<file path="src/rtl/mux2_1s_pkg.sv">
// Shared pipeline control definitions: ID/EX control bundle and its NOP value.
package mux2_1s_pkg;

    localparam int unsigned CTRL_W = 4;

    // Bundle ordering {Branch, RegWrite, MemRead, MemWrite}
    typedef struct packed {
        logic branch;
        logic regWrite;
        logic memRead;
        logic memWrite;
    } ctrl_t;

    localparam ctrl_t CTRL_NOP = '{branch: 1'b0, regWrite: 1'b0, memRead: 1'b0, memWrite: 1'b0};

    // Squash a control bundle to NOP when bubbled; a bubble always wins.
    function automatic ctrl_t ctrlMask(input ctrl_t ctrl, input logic bubble);
        ctrlMask = bubble ? CTRL_NOP : ctrl;
    endfunction

endpackage

</file>
<file path="src/rtl/mux2_1s_bubble_counter.sv">
// Saturating event counter with asynchronous active-high clear.
module mux2_1s_bubble_counter #(
    parameter int unsigned CNT_W = 16
) (
    input  logic             clk,
    input  logic             clr,
    input  logic             inc,
    output logic [CNT_W-1:0] count
);

    localparam logic [CNT_W-1:0] CNT_MAX = '1;

    always_ff @(posedge clk or posedge clr) begin
        if (clr) begin
            count <= '0;
        end else if (inc && (count != CNT_MAX)) begin
            count <= count + CNT_W'(1);
        end
    end

endmodule

</file>
<file path="src/rtl/mux2_1s.sv">
// Control-signal bubble mux between decoder and ID/EX, with a bubble counter.
// Optional Flush input enabled by defining MUX2_1S_FLUSH_EN.
module mux2_1s
    import mux2_1s_pkg::*;
#(
    parameter int unsigned CNT_W = 16
) (
    input  logic             CLK,
    input  logic             Reset,
    input  logic             Branch,
    input  logic             RegWrite,
    input  logic             MemRead,
    input  logic             MemWrite,
    input  logic             Stall,
`ifdef MUX2_1S_FLUSH_EN
    input  logic             Flush,
`endif
    output logic             OutBranch,
    output logic             OutRegWrite,
    output logic             OutMemWrite,
    output logic             OutMemRead,
    output logic             Bubble,
    output logic [CNT_W-1:0] BubbleCount
);

    logic  bubbleReq;
    ctrl_t ctrlIn;
    ctrl_t ctrlOut;

`ifdef MUX2_1S_FLUSH_EN
    assign bubbleReq = Stall | Flush;
`else
    assign bubbleReq = Stall;
`endif

    // Reset also bubbles so nothing leaks into ID/EX while the pipe is held.
    assign Bubble = bubbleReq | Reset;

    assign ctrlIn = '{branch: Branch, regWrite: RegWrite, memRead: MemRead, memWrite: MemWrite};

    always_comb begin
        ctrlOut = CTRL_NOP;
        ctrlOut = ctrlMask(ctrlIn, Bubble);
    end

    assign OutBranch   = ctrlOut.branch;
    assign OutRegWrite = ctrlOut.regWrite;
    assign OutMemRead  = ctrlOut.memRead;
    assign OutMemWrite = ctrlOut.memWrite;

    // Reset is the async clear, so counting starts at the first edge after release.
    mux2_1s_bubble_counter #(
        .CNT_W(CNT_W)
    ) uCounter (
        .clk  (CLK),
        .clr  (Reset),
        .inc  (bubbleReq),
        .count(BubbleCount)
    );

endmodule

</file>
<file path="config.mk">
export PLATFORM = sky130hd
export DESIGN_NAME = mux2_1s
export DESIGN_NICKNAME = d
export VERILOG_FILES = /design/src/rtl/mux2_1s_pkg.sv /design/src/rtl/mux2_1s_bubble_counter.sv /design/src/rtl/mux2_1s.sv
export SDC_FILE = /design/constraint.sdc
export NUM_CORES = 1
export LEC_CHECK = 0
export BUFFER_PORTS_ARGS = -buffer_cell sky130_fd_sc_hd__buf_4
export CAP_MARGIN = 20
export CORE_UTILIZATION = 52
export DETAILED_ROUTE_END_ITERATION = 8
export PLACE_DENSITY = 0.79
export SETUP_SLACK_MARGIN = 0.3
export SYNTH_ARGS = -nofsm -noshare
export SYNTH_HDL_FRONTEND = slang
export SYNTH_HIERARCHICAL = 1
export SYNTH_SLANG_ARGS = --single-unit
</file>
<file path="constraint.sdc">
create_clock -name CLK -period 4.35 [get_ports CLK]
set_clock_uncertainty 0.05 [all_clocks]
set_input_delay 0.435 -clock CLK [delete_from_list [all_inputs] [get_ports CLK]]
set_output_delay 0.435 -clock CLK [all_outputs]
set_load 0.05 [all_outputs]
</file>
==> flow_summary_export.csv <==
group,metric,value,unit
layout,multi_input_area,437.9,sq um
logic_synthesis,synthSimpleGateAreaFrac,33.14,%
clocking,cts.sinks,16,
logic_synthesis,postSynthAreaPerCell,11.08,sq um
worst_setup_path,crit_fanout,9,
detailed_routing,vias,701,
worst_setup_path,crit_required,4470,ps
die,die_w,42.24,um
layout,top_regs,"uCounter/count (16)",
layout,diodes,0,
grt,grt_max_degree,17,
power_and_ir_drop,power.leakage,0.0005390,uW
placed_design,numPlacedInstances,119,
sta,relSlewSlack,59.77,%
clocking,cts_buffer_depth,2,
worst_setup_path,worstPathArrival,1850,ps
sta,fmax,0.5789,GHz
layout,postLayoutCoreUtil,73.09,%
logic_synthesis,synth.area.mux_share,3.863,%
die,core_area,1506,sq um
layout,regMostFlops,"uCounter/count",
sta,whs,196.0,ps
sta,setup_viol,0,
logic_synthesis,synth_edf_count,0,
sta,timing.final.ws_setup,2623,ps
logic_synthesis,synth-compound-area-share,2.080,%
clocking,h-tree-depth,1,
worst_setup_path,crit_type,"register to register",
die,fp.dieH,42.24,um
sta,hold_viol,0,
detailed_routing,dr.pass1.iters,4,
logic_synthesis,synth_top_family_by_area,"simple AND/OR/NAND/NOR gates",
power_and_ir_drop,peakVddDrop,0.5236,mV
power_and_ir_drop,powerDensity,533.5,nW/um^2
sta,period_needed,1727,ps
detailed_routing,wl_per_cell,14.30,um
placed_design,post-place-ws,2670,ps
die,initial_core_util,55.90,%
detailed_routing,drtIter0Drc,10,
layout,largest_register_ffs,16,
logic_synthesis,ys_seq_area_share,47.55,%
die,io_pins,28,
clocking,clock_latency,280,ps
clocking,cts_hold_buf,0,
worst_setup_path,end_kind,"register",
min_path,hp-class,"primary input to asynchronous set/reset pin",
clocking,postCtsSetupRepairBufs,0,
grt,grtUsageTotal,21.42,%
detailed_routing,antenna_left,0,
placed_design,io_buffers,27,
sta,fin_crit_sh,39.71,%
layout,final_cells,123,
clocking,path_clk_slew,90,ps
logic_synthesis,synth_seq_cells,16,
clocking,root_buffer,"clkbuf_4",
die,std_cell_rows,14,
clocking,ctsResizeCount,0,
clocking,cts_made_buffers,3,
grt,antenna_found_initial,0,
layout,syn2layout_area_growth,30.76,%
sta,tightest_slew,602.8,ps
placed_design,dp_hpwl,1277,um
logic_synthesis,synthArstFlopShare,100.0,%
outcome,status,"finished, final reports clean",
sta,grt_setup_unrepaired,"no",
logic_synthesis,synth_cell_types,24,
logic_synthesis,yosysTopAreaCell,"dfrtp_1",
logic_synthesis,synthFlopType,"dfrtp_1",
placed_design,place_congestion,0.8039,
job,max-cap-violations,0,
logic_synthesis,post-synth-top-count-cell,"dfrtp_1",
layout,n_fill_cell,126,
worst_setup_path,worstSetupStartpointType,"register",
logic_synthesis,syn_area,842.1,sq um
detailed_routing,drc,0,
logic_synthesis,synth-xor-area-share,11.44,%
sta,finalSetupTns,0,ps
sta,slew_violations,0,
layout,drive_above_1_share,36.45,%
grt,overflow,0,
detailed_routing,via_per_inst,5.699,
die,die_area,1784,sq um
logic_synthesis,synthTopCellsByCount,"16 x dfrtp_1, 11 x xnor2_1, 7 x nand3_1",
grt,grt_pass1_wl,2870,um
logic_synthesis,synth_cells,76,
logic_synthesis,yosys_warnings,6,
logic_synthesis,synth_adder_area_share,1.486,%
logic_synthesis,syn_nets,84,
layout,final_nets,116,
detailed_routing,totalWireLength,1759,um
clocking,tritoncts,"done",
layout,seq_area,400.4,sq um
grt,grt_pass1_vias,636,
logic_synthesis,yosys-top-cells-area,"dfrtp_1 48%, xnor2_1 11%, nand3_1 4.2%",
logic_synthesis,synth_top_area_share,47.55,%
[layout by cell type (no fill, tap or decap), types with 2 or more instances in the layout]
| cell | synthesis | routed |
|---|---|---|
| nor3b_1 | 4 | 4 |
| and4_1 | 3 | 3 |
| nand3_1 | 7 | 7 |
| and3_1 | 4 | 4 |
| dfrtp_1 | 16 | 16 |
| nor2_1 | 3 | 3 |
| xnor2_1 | 11 | 11 |
| clkbuf_4 | 0 | 3 |
| nand4_1 | 5 | 5 |
| mux2_2 | 2 | 2 |
| a21oi_1 | 2 | 2 |
| nand2_1 | 6 | 6 |
| buf_4 | 0 | 27 |
[final timing paths]
| check | startpoint | end | slack [ps] | depth (start not counted) |
|---|---|---|---|---|
| max | uCounter/count[0]$_DFFE_PP0P_ | uCounter/count[1]$_DFFE_PP0P_ | 2620 | 5 |
| min | Reset | uCounter/count[3]$_DFFE_PP0P_ | 200 | 2 |
| max reg2reg | uCounter/count[0]$_DFFE_PP0P_ | uCounter/count[1]$_DFFE_PP0P_ | 2620 | 5 |
| min reg2reg | uCounter/count[15]$_DFFE_PP0P_ | uCounter/count[15]$_DFFE_PP0P_ | 480 | 1 |
| max in group asynchronous | Reset | uCounter/count[11]$_DFFE_PP0P_ | 3660 | 2 |
| min in group CLK | Stall | uCounter/count[0]$_DFFE_PP0P_ | 420 | 3 |
[final cells by class]
type                    count  share of cell area (%)
inverters                   1                  0.3409
clock buffers               4                   3.295
well taps                  16                   1.818
repair buffers             27                   18.41
flip-flops and latches     16                   36.36
multi-input cells          59                   39.77
[kinds of logic (layout without fill, tap and decap cells)]
| family | Yosys count | in the layout |
|---|---|---|
| adders and majority gates | 1 | 1 |
| buffers and inverters | 1 | 32 |
| DFF | 16 | 16 |
| xor gates and xnor gates | 11 | 11 |
| muxes | 3 | 3 |
| and+or+nand+nor | 41 | 41 |
| AOI/OAI and AO/OA | 3 | 3 |
[critical path: stages (launching register included)]
cell	delay [ps]
dfrtp_1	430
ha_1	220
and3_1	260
nand4_4	190
nand2_2	140
mux2_2	330
[metal layers]
layer / vias up / GRT usage, % / wire (um)
li1: 341 / - / -
met1: 341 / 28.17 / 813
met2: 17 / 35.08 / 845
met3: 2 / 4.310 / 90
met4: 0 / 7.500 / 9
met5: - / 0 / 0
[stage by stage]
stage | total power, uW | area [sq um]
floorplan | 412.2 | 842.1
global placement | 489.9 | 1065
detailed placement | 492.9 | 1065
CTS | 590.0 | 1101
global route | 615.4 | 1101
finish | 587.4 | 1101
[report_power, final]
| part | switching [uW] | internal, uW |
|---|---|---|
| Combinational | 174 | 86.3 |
| Sequential | 48.4 | 181 |
| Clock | 46.1 | 50.9 |
| Total | 269 | 319 |
Power figures use the tool's default switching activity.
